### src/rtl/game_pkg.sv
// game_pkg: shared widths, FSM encoding and LFSR taps for the mole game blocks
package game_pkg;
    localparam int NUM_LEDS  = 18;
    localparam int LED_IDX_W = 5;
    localparam int SCORE_W   = 12;
    localparam logic [15:0] LFSR_TAPS = 16'hB400;
    typedef enum logic [1:0] {IDLE = 2'd0, WAIT = 2'd1, PICK = 2'd2} state_t;
endpackage

### src/rtl/mole_spawner_lfsr16.sv
// lfsr16: free-running 16-bit Fibonacci LFSR, polynomial x^16+x^14+x^13+x^11+1
module lfsr16
    import game_pkg::*;
#(
    parameter logic [15:0] SEED = 16'hACE1
) (
    input  logic        clk,
    input  logic        rst,
    output logic [15:0] q
);
    // Shift every cycle; feedback is the parity of the tapped bits
    always_ff @(posedge clk or posedge rst) begin
        if (rst) q <= SEED;
        else     q <= {q[14:0], ^(q & LFSR_TAPS)};
    end
endmodule

### src/rtl/mole_spawner.sv
// mole_spawner: paces mole spawns by difficulty level and picks a random dark LED
module mole_spawner
    import game_pkg::*;
#(
    parameter int          CLK_HZ            = 50_000_000,
    parameter int          START_INTERVAL_MS = 1500,
    parameter int          STEP_MS           = 100,
    parameter int          MIN_INTERVAL_MS   = 400,
    parameter int          HITS_PER_LEVEL    = 5,
    parameter int          MAX_LEVEL         = 15,
    parameter int          RETRY_LIMIT       = 32,
    parameter logic [15:0] LFSR_SEED         = 16'hACE1
) (
    input  logic                 clk,
    input  logic                 rst,
    input  logic                 enable,
    input  logic [NUM_LEDS-1:0]  leds,
    input  logic [SCORE_W-1:0]   score,
    output logic                 led_request,
    output logic [LED_IDX_W-1:0] led_index,
    output logic [3:0]           level,
    output logic [15:0]          spawn_count
);
    localparam int TICK  = CLK_HZ / 1000;
    localparam int PRE_W = TICK > 1 ? $clog2(TICK) : 1;
    localparam int RTY_W = $clog2(RETRY_LIMIT + 1);
    localparam logic [1:0] S_IDLE = IDLE;
    localparam logic [1:0] S_WAIT = WAIT;
    localparam logic [1:0] S_PICK = PICK;

    logic [15:0]          lfsr;
    logic                 unused_lfsr;
    logic [1:0]           state;
    logic [PRE_W-1:0]     pre;
    logic [15:0]          wait_cnt;
    logic [15:0]          interval;
    logic [RTY_W-1:0]     retry;
    logic [LED_IDX_W-1:0] cand;
    logic [31:0]          leds_ext;
    logic signed [31:0]   span;
    logic                 tick;
    logic                 valid;
    logic                 give_up;
    logic                 level_up;

    lfsr16 #(.SEED(LFSR_SEED)) u_lfsr (.clk(clk), .rst(rst), .q(lfsr));

    assign unused_lfsr = ^lfsr[15:LED_IDX_W];

    // Candidate qualification, ms tick, level step and the clamped (never wrapping) interval
    always_comb begin
        cand     = lfsr[LED_IDX_W-1:0];
        leds_ext = 32'(leds);
        valid    = (cand < LED_IDX_W'(NUM_LEDS)) && !leds_ext[cand];
        tick     = pre == PRE_W'(TICK - 1);
        give_up  = retry == RTY_W'(RETRY_LIMIT - 1);
        level_up = (32'(score) >= (32'(level) + 32'd1) * 32'(HITS_PER_LEVEL)) && (level < 4'(MAX_LEVEL));
        span     = START_INTERVAL_MS - $signed(32'(level)) * STEP_MS;
        interval = span < MIN_INTERVAL_MS ? 16'(MIN_INTERVAL_MS) : 16'(span);
    end

    // Spawn FSM: timed WAIT, retrying PICK, one-cycle request pulse; enable low parks in IDLE
    always_ff @(posedge clk or posedge rst) begin
        if (rst) begin
            state       <= S_IDLE;
            pre         <= '0;
            wait_cnt    <= '0;
            retry       <= '0;
            led_request <= 1'b0;
            led_index   <= '0;
            level       <= '0;
            spawn_count <= '0;
        end else begin
            led_request <= 1'b0;
            if (level_up) level <= level + 4'd1;
            if (!enable) begin
                state    <= S_IDLE;
                pre      <= '0;
                wait_cnt <= '0;
                retry    <= '0;
            end else begin
                case (state)
                    S_IDLE: begin
                        state    <= S_WAIT;
                        pre      <= '0;
                        wait_cnt <= interval;
                    end
                    S_WAIT: begin
                        pre <= tick ? '0 : pre + 1'b1;
                        if (tick) begin
                            wait_cnt <= wait_cnt - 16'd1;
                            if (wait_cnt == 16'd1) state <= S_PICK;
                        end
                    end
                    S_PICK: begin
                        if (valid || give_up) begin
                            state    <= S_WAIT;
                            pre      <= '0;
                            wait_cnt <= interval;
                            retry    <= '0;
                        end else begin
                            retry <= retry + 1'b1;
                        end
                        if (valid) begin
                            led_request <= 1'b1;
                            led_index   <= cand;
                            spawn_count <= spawn_count + {15'd0, spawn_count != 16'hFFFF};
                        end
                    end
                    default: state <= S_IDLE;
                endcase
            end
        end
    end
endmodule

### config.mk
export PLATFORM = sky130hd
export DESIGN_NAME = mole_spawner
export DESIGN_NICKNAME = d
export VERILOG_FILES = /design/src/rtl/game_pkg.sv /design/src/rtl/mole_spawner_lfsr16.sv /design/src/rtl/mole_spawner.sv
export SDC_FILE = /design/constraint.sdc
export NUM_CORES = 1
export LEC_CHECK = 0
export CAP_MARGIN = 15
export CORE_ASPECT_RATIO = 0.75
export CORE_MARGIN = 4
export CORE_UTILIZATION = 43
export CTS_CLUSTER_DIAMETER = 30
export CTS_CLUSTER_SIZE = 30
export DETAILED_ROUTE_END_ITERATION = 10
export PLACE_DENSITY = 0.68
export SLEW_MARGIN = 25
export SYNTH_ARGS = -nofsm -noshare
export SYNTH_HDL_FRONTEND = slang
export SYNTH_SLANG_ARGS = --single-unit
### constraint.sdc
create_clock -name clk -period 7.9 [get_ports clk]
set_input_delay 0.79 -clock clk [delete_from_list [all_inputs] [get_ports clk]]
set_output_delay 0.79 -clock clk [all_outputs]
set_load 0.005 [all_outputs]
# Word level (Yosys, flattened, before mapping)
# Index checks and enable logic that the tools add are counted.
[classes] addsub=7 multipliers=2 magnitude_cmp=5 n_eq_ne=11 n_mux=22 n_reduce_logical=10
[op_table] operator="two-way mux 16 bit" n=7
[op_table] operator="one-hot mux 16 bit (3 select lines)" n=2
[op_table] operator="two-way mux 6 bit" n=3
[op_table] operator="adder 16 x 1 -> 16 bit" n=1
[op_table] operator="adder 16 x 1 -> 16 bit (second input constant)" n=1
[op_table] operator="== test 16 x 1 -> 1 bit (second input constant)" n=1
[op_table] operator="== test 16 bit (second input constant)" n=1
[op_table] operator="inequality test 16 bit (second input constant)" n=1
[op_table] operator="XOR reduction 16 bit" n=1
[op_table] operator="subtractor 16 x 1 -> 16 bit (second input constant)" n=1
[op_table] operator="greater-or-equal comparator 12 x 8 -> 1 bit" n=1
[op_table] operator="less-than comparator 12 x 10 -> 1 bit (second input constant)" n=1
[op_table] operator="subtractor 11 x 11 -> 12 bit (first input constant)" n=1
[op_table] operator="multiplier 4 x 5 -> 9 bit (second input constant)" n=1
[op_table] operator="inequality test 3 bit (second input constant)" n=3
[op_table] operator="AND reduction 3 bit" n=3
[op_table] operator="multiplier 5 x 3 -> 8 bit (second input constant)" n=1
[op_table] operator="two-way mux 2 bit" n=4
[op_table] operator="adder 6 x 1 -> 6 bit (second input constant)" n=1
[op_table] operator="== test 6 x 5 -> 1 bit (second input constant)" n=1
[op_table] operator="less-than comparator 5 x 6 -> 1 bit (second input constant)" n=1
[op_table] operator="one-hot mux 2 bit (3 select lines)" n=1
[op_table] operator="adder 4 x 1 -> 5 bit (second input constant)" n=1
[op_table] operator="binary-select mux 1 bit (select 5 bit)" n=1
[op_table] operator="other kinds (13)" n=17
[word_totals] ff_bits=82 input_bits=33 out_inout_bits=26 wordCells=66

# Logic depth before layout (Yosys ltp)
# Gate-level depths: netlist (run 1).
[depth] depth_word=8 mapped_depth=19 ltp_nobuf=19

# By module
# From an unflattened synthesis (run 1), not the netlist that was laid out.
[hier_totals] cells_unflattened=523 area_unflattened_um2=4979.8
[by_module_without_submodules] mod="mole_spawner" n_inst=1 cells_per_inst=503 area_per_inst_um2=4539.4 seq_area_each_um2=1651.6
[by_module_without_submodules] mod="lfsr16" n_inst=1 cells_per_inst=20 area_per_inst_um2=440.4 seq_area_each_um2=410.4

# Worst setup path before layout (run 1)
# Ideal clock, no wire load.
[synth_path] kind="flip-flop to flip-flop" start="register level[2]" end="register wait_cnt[12]" setup_ns=0.135 t_arrival_ns=3.481 required_ns=7.765 path_slack_ns=4.284 stages_incl_launch_ff=18 path_buffers=1 synth_period_minus_slack_ns=3.616 path_cell_list="dfrtp_1 clkbuf_1 inv_1 ha_1 inv_1 ha_1 ha_1 nand2_1 o21ba_2 xor2_1 mux2_2 a21oi_1 o21ai_0 ha_1 o21ai_0 a21oi_1 o21ai_0 o41ai_2"
[synth_via] elab_chain_len=7
[synth_lines] element="start: declaration" line_no="mole_spawner.sv:21" rtl="output logic [3:0] level,"
[synth_lines] element="start signal: assignment" line_no="mole_spawner.sv:75" rtl="if (level_up) level <= level + 4'd1;"
[synth_lines] element="multiplier 4 x 5 -> 9 bit (*)" line_no="mole_spawner.sv:58" rtl="span = START_INTERVAL_MS - $signed(32'(level)) * STEP_MS;"
[synth_lines] element="subtractor 11 x 11 -> 12 bit (*)" line_no="mole_spawner.sv:58"
[synth_lines] element="less-than comparator 12 x 10 -> 1 bit" line_no="mole_spawner.sv:59" rtl="interval = span < MIN_INTERVAL_MS ? 16'(MIN_INTERVAL_MS) : 16'(span);"
[synth_lines] element="two-way mux 16 bit (*)" line_no="mole_spawner.sv:59"
[synth_lines] element="two-way mux 16 bit" line_no="mole_spawner.sv:96" rtl="if (valid || give_up) begin"
[synth_lines] element="one-hot mux 16 bit (3 select lines) (*)" line_no="mole_spawner.sv:82" rtl="case (state)"
[synth_lines] element="two-way mux 16 bit (*)" line_no="mole_spawner.sv:76" rtl="if (!enable) begin"
[synth_lines] element="end signal: assignment" line_no="mole_spawner.sv:86" rtl="wait_cnt <= interval;"
[synth_lines] element="end signal: assignment" line_no="mole_spawner.sv:91" rtl="wait_cnt <= wait_cnt - 16'd1;"
[synth_lines] element="end signal: assignment" line_no="mole_spawner.sv:99" rtl="wait_cnt <= interval;"
[synth_lines] element="end: declaration" line_no="mole_spawner.sv:35" rtl="logic [15:0] wait_cnt;"
# Every way passes the cells marked *; elsewhere a longest branch is shown, timed or not. The select of a mux whose other input is x is not followed.
# A chain may end at the register's enable or synchronous reset.

# Worst setup path after layout (run 1)
[layout_path] start="register level[0]" end="register wait_cnt[12]"
# Same word-level chain as after synthesis.

==> impl_metrics.yaml, run 1 <==
status:
  status: "completed"
detailed_routing:
  num_vias: 4136
  met1Wirelength_mm: 5.61
  routedWlPerCell_um: 15.7
  drcViolationCount: 0
  highest_layer: "met4"
  drt_iter0_drc: 356
  first_pass_iters: 5
  wl_met2_mm: 4.80
  wl_mm: 11.2
  ant_nets: 0
  met3_length_um: 673
  via_per_inst: 5.80
grt:
  overflow: 0
  grt_start_max_net_pins: 83
  grt_pass1_wl_mm: 19.6
  grtUsageTotal_pct: 17.8
  grt_antenna_before_repair: 0
  grt_pass1_vias: 4015
floorplan:
  die_y_um: 101
  coreArea_mm2: 0.0111
  start_util_pct: 44.4
  die-area_mm2: 0.0132
  num_io_pins: 59
  placementRows: 33
  die_x_um: 131
timing:
  tightest_slew_ps: 812
  hold-worst-slack_ps: 348
  setup_violations: 0
  slew_headroom_pct: 45.0
  finalMaxSlewViolations: 0
  finClkSkew_ps: 5.77
  max_freq_ghz: 0.240
  hold_viol_final: 0
  rsz0062_at_grt: "false"
  setup_slack_ps: 3740
  fin_crit_ps: 4160
  finalSetupTns_ps: 0
  min_period_over_period_pct: 52.7
synthesis:
  synth_seq_cells: 82
  ys_seq_area_share_pct: 42.0
  synth_edf_count: 0
  synth_top_area_share_pct: 37.7
  yosysUniqueCellTypes: 68
  yosys.area.top_type: "dfrtp_1"
  synth_flop_cell: "dfrtp_1"
  async_flop_share_pct: 100
  ys_warn_count: 0
  synth_area_leaders: "dfrtp_1 38%, ha_1 7.9%, o21ai_0 4.7%, dfstp_2 4.3%, xnor2_1 3.9%"
  synth_cells: 516
  syn_area_mm2: 0.00491
  synthesis.nets: 581
  avgSynthCellArea_um2: 9.52
power:
  intPower_mw: 1.25
  irDropWorstVdd_mv: 0.181
  p_leak_nw: 2.61
  combPwrFrac_pct: 55.9
  sequentialPowerShare_pct: 25.3
  fin_total_pwr_mw: 2.26
  p_per_area_mw_per_mm2: 382
  p_sw_share_pct: 44.5
  power_switching_mw: 1.00
  clkPwrFrac_pct: 18.8
clock_network:
  clk_path_buf_depth: 2
  cts-htree-levels: 3
  holdBufCountCts: 0
  cts_resized: 0
  clockRootBuffer: "clkbuf_16"
  insertion_delay_ps: 330
  clk_pin_slew_ps: 60
  numCtsBuffers: 9
  cts_setup_buffers: 0
  cts_tree: "built"
  cts_sinks: 82
min_path:
  worstHoldPathCells: 0
  min_to: "u_lfsr.q[10]"
  hold_class: "flip-flop to flip-flop"
  min_from: "u_lfsr.q[9]"
setup_path:
  reg2regPathDepth: 14
  cp.arrival_ps: 4360
  cp-start-kind: "flip-flop"
  critPathMaxFanout: 13
  cp.required_ps: 8090
  r2r_end: "wait_cnt[12]"
  critPathKind: "flip-flop to flip-flop"
  rr_startpoint: "level[0]"
  r2r_slack_ps: 3740
  worst_setup_path_end_kind: "flip-flop"
job:
  cap_violations: 0
final_layout:
  ff_latch_area_mm2: 0.00206
  multi_input_area_mm2: 0.00269
  diodes: 0
  drive_above_1_share_pct: 7.85
  area_growth_pct: 20.3
  nFillCells: 999
  final_nets: 633
placement:
  port_buffers: 58
  hpwl_mm: 7.95
  dp_slack_ps: 3820
  place_congestion: 0.915
[critical path: stages, from the launching register on]
cell and delay (ps):
dfrtp_1 540, ha_1 470, ha_1 280, ha_1 190
a21oi_1 200, o21ba_2 210, xor2_1 310, mux2_2 380
a21oi_1 140, o21ai_0 90, ha_1 240, o21ai_0 550
a21oi_1 100, o21ai_0 220, o41ai_2 100
[synthesized netlist by cell type, types with 4 or more instances]
master / count
dfrtp_1: 74
nor2_1: 46
o21ai_0: 46
nand2_1: 41
ha_1: 31
xnor2_1: 22
inv_1: 21
a21oi_1: 20
nor3_1: 18
nand3_1: 17
and3_1: 16
a31oi_1: 15
clkbuf_1: 14
nand4_1: 12
xor2_1: 9
dfstp_2: 8
nand2b_1: 8
mux2_2: 7
nor2b_1: 6
and2_1: 5
nor4_1: 5
a21o_1: 4
a221o_1: 4
mux4_2: 4
nor3b_1: 4
[worst max path at each step]
stage               cells after the start           end     start  slack [ps]
finish                                 14  wait_cnt[12]  level[0]        3740
global route                           19      level[2]  level[2]        3350
CTS                                    15      level[1]  level[2]        3820
detailed placement                     15      level[1]  level[2]        3820
global placement                       15      level[1]  level[2]        3970
floorplan                              17  wait_cnt[12]  level[2]        4280
[cell usage in the layout (no fill, tap or decap), types with 4 or more instances in the layout]
master / n
nor3_1: 18
clkbuf_16: 9
mux2_2: 7
nor2b_1: 6
nand4_1: 12
a221o_1: 4
nand2b_1: 8
dfrtp_1: 74
a21oi_1: 20
and3_1: 16
nand3_1: 17
nor3b_1: 4
ha_1: 31
o21ai_0: 46
a31oi_1: 15
nor4_1: 5
a21o_1: 4
inv_1: 20
nand2_1: 41
xor2_1: 9
mux4_2: 4
clkdlybuf4s50_1: 58
and2_1: 5
nor2_1: 46
xnor2_1: 22
dfstp_2: 8
[metrics by stage]
step / cell area (um^2) / utilization (%) / cells
2_1_floorplan: 4910 / - / 516
3_3_place_gp: 5600 / 50.6 / 697
3_5_place_dp: 5600 / 50.6 / 697
4_1_cts: 5910 / 53.4 / 713
5_1_grt: 5910 / 53.4 / 713
6_report: 5910 / 53.4 / 713
[routing by layer]
metal	vias up	GRT usage [%]
met5	-	0
met4	0	4.36
met3	13	4.94
met2	122	26.1
met1	2010	26.1
li1	1991	-
[area by class of cell]
type                       instances  share of cell area [%]
timing repair buffer              60                    10.1
tap                              140                    2.96
sequential                        82                    34.9
clock buffer                      11                    4.11
clock inverter                     5                    1.06
multi-input combinational        394                    45.5
inverter                          21                    1.35
[state kept, by name (all words and copies together) (netlist names)]
signal       flops
pre             16
spawn_count     16
u_lfsr.q        16
wait_cnt        16
retry            6
led_index        5
level            4
state            2
led_request      1
[power groups by stage]
stage          Sequential, mW  Combinational (mW)  Clock (mW)
3_3_place_gp            0.571                1.20           0
6_report                0.571                1.26       0.425
2_1_floorplan           0.545               0.958           0
3_5_place_dp            0.576                1.25           0
4_1_cts                 0.569                1.25       0.434
5_1_grt                 0.585                1.44       0.454
[cells by family (layout without fill, tap and decap cells)]
| family | after synthesis | in the layout | share of synthesized area [%] |
|---|---|---|---|
| compound gates | 125 | 125 | 17.1 |
| xor+xnor | 31 | 31 | 5.52 |
| fa+ha+maj | 33 | 33 | 8.50 |
| buf+inv | 40 | 97 | 3.34 |
| flops | 82 | 82 | 42.0 |
| mux | 12 | 12 | 3.64 |
| simple gates | 193 | 193 | 20.0 |
(Power assumes the default switching activity.)
==> run 2, diff against run 1 <==
- PLACE_DENSITY: 0.68 -> 0.71
- clock period: 7.9 -> 3.7 ns (I/O delays scaled with it)
==> impl_metrics.yaml, run 2 (same netlist as run 1, synthesis figures left out) <==
status:
  status: "completed"
timing:
  finClkSkew_ps: 3.64
  finalSetupTns_ps: 0
  hold_viol_final: 0
  max_freq_ghz: 0.285
  fin_crit_ps: 3510
  slew_headroom_pct: 58.8
  finalMaxSlewViolations: 0
  setup_slack_ps: 191
  tightest_slew_ps: 613
  rsz0062_at_grt: "false"
  setup_violations: 0
  hold-worst-slack_ps: 349
  min_period_over_period_pct: 94.8
power:
  power_switching_mw: 2.25
  sequentialPowerShare_pct: 23.6
  p_leak_nw: 2.69
  intPower_mw: 2.85
  clkPwrFrac_pct: 16.5
  p_sw_share_pct: 44.2
  p_per_area_mw_per_mm2: 840
  combPwrFrac_pct: 59.9
  fin_total_pwr_mw: 5.10
  irDropWorstVdd_mv: 0.358
detailed_routing:
  first_pass_iters: 5
  drcViolationCount: 0
  routedWlPerCell_um: 16.2
  drt_iter0_drc: 246
  num_vias: 4227
  wl_mm: 11.8
  via_per_inst: 5.78
  ant_nets: 0
min_path:
  worstHoldPathCells: 0
  hold_class: "flip-flop to flip-flop"
  min_from: "u_lfsr.q[8]"
  min_to: "u_lfsr.q[9]"
final_layout:
  final_common_cell: "dfrtp_1"
  diodes: 0
  final_nets: 651
  layout_common_cells: "70 x dfrtp_1, 58 x clkdlybuf4s50_1, 46 x nor2_1, 46 x o21ai_0, 41 x nand2_1"
  layout.cells.non_filler: 731
  utilization_pct: 54.9
  nFillCells: 930
  area_growth_pct: 23.6
  fin_area_mm2: 0.00607
  drive_above_1_share_pct: 12.5
floorplan:
  die_x_um: 131
  die-area_mm2: 0.0132
  die_y_um: 101
  placementRows: 33
  coreArea_mm2: 0.0111
  num_io_pins: 59
  start_util_pct: 44.4
setup_path:
  cp.arrival_ps: 3730
  critPathKind: "flip-flop to flip-flop"
  rr_startpoint: "level[0]"
  reg2regPathDepth: 12
  worst_setup_path_end_kind: "flip-flop"
  critPathMaxFanout: 7
  cp-start-kind: "flip-flop"
  cp.required_ps: 3920
  r2r_slack_ps: 190
  r2r_end: "level[1]"
placement:
  hpwl_mm: 8.38
  place_inst: 709
  dp_slack_ps: 45.8
  port_buffers: 58
  place_congestion: 0.810
  placed_area_mm2: 0.00569
grt:
  grt_pass1_wl_mm: 19.7
  grt_start_max_net_pins: 30
  grt_pass1_vias: 4031
  grt_antenna_before_repair: 0
  grtUsageTotal_pct: 18.0
  overflow: 0
clock_network:
  holdBufCountCts: 0
  cts-htree-levels: 3
  clk_pin_slew_ps: 60
  clockRootBuffer: "clkbuf_16"
  numCtsBuffers: 9
  insertion_delay_ps: 340
  cts_tree: "built"
  clk_path_buf_depth: 2
  cts_sinks: 82
job:
  cap_violations: 0
## run 2: changes by cell type in the layout (fill, tap and decap cells not counted), sizes merged
cell      before  now
bufinv         1    0
clkinvlp       2    3
buf            2   20
clkinv         2    1
inv           21   23
clkbuf        11   10
## run 2: how the worst max path moves through the flow
stage | startpoint | end | slack [ps] | cells after the start
finish | level[0] | level[1] | 190 | 12
global route | level[1] | level[0] | 0.2 | 18
CTS | level[1] | level[1] | 40 | 15
detailed placement | level[1] | level[1] | 50 | 15
global placement | level[1] | level[1] | 180 | 15
floorplan | level[2] | wait_cnt[12] | 80 | 17
## run 2: final cells by class
cell class / count / area [um^2] / share of cell area, %
Inverter: 21 / 80.1 / 1.32
Clock inverter: 6 / 48.8 / 0.803
Clock buffer: 10 / 229 / 3.77
Tap cell: 140 / 175 / 2.88
Sequential cell: 82 / 2070 / 34.0
Multi-Input combinational cell: 394 / 2740 / 45.2
Timing Repair Buffer: 78 / 731 / 12.0
## run 2: power groups by stage
stage | sequential [mW] | combinational [mW] | clock (mW)
floorplan | 1.16 | 2.05 | 0
CTS | 1.19 | 2.80 | 0.867
global placement | 1.19 | 2.69 | 0
global route | 1.22 | 3.44 | 0.909
finish | 1.20 | 3.06 | 0.842
detailed placement | 1.20 | 2.79 | 0
## run 2: routing by layer
metal,vias to the layer above,global-route usage [%],wire length [um]
met2,136,28.3,5390
met3,8,4.69,675
met4,0,4.68,89
met5,-,0,0
met1,2057,24.9,5680
li1,2026,-,-
## run 2: timing repair
action,in CTS,in global routing
setup endpoints to repair,0,10
setup buffers,0,6
gates resized for setup,0,13
## run 2: critical path, cell delays in order (launching register included)
cell and delay, ps:
dfrtp_2 440, ha_1 340, xor2_1 250, ha_1 220, ha_1 180, inv_1 60, fa_1 450, ha_1 300
and2_1 160, o21ai_0 180, o211ai_1 240, and3_1 250, a311o_1 310
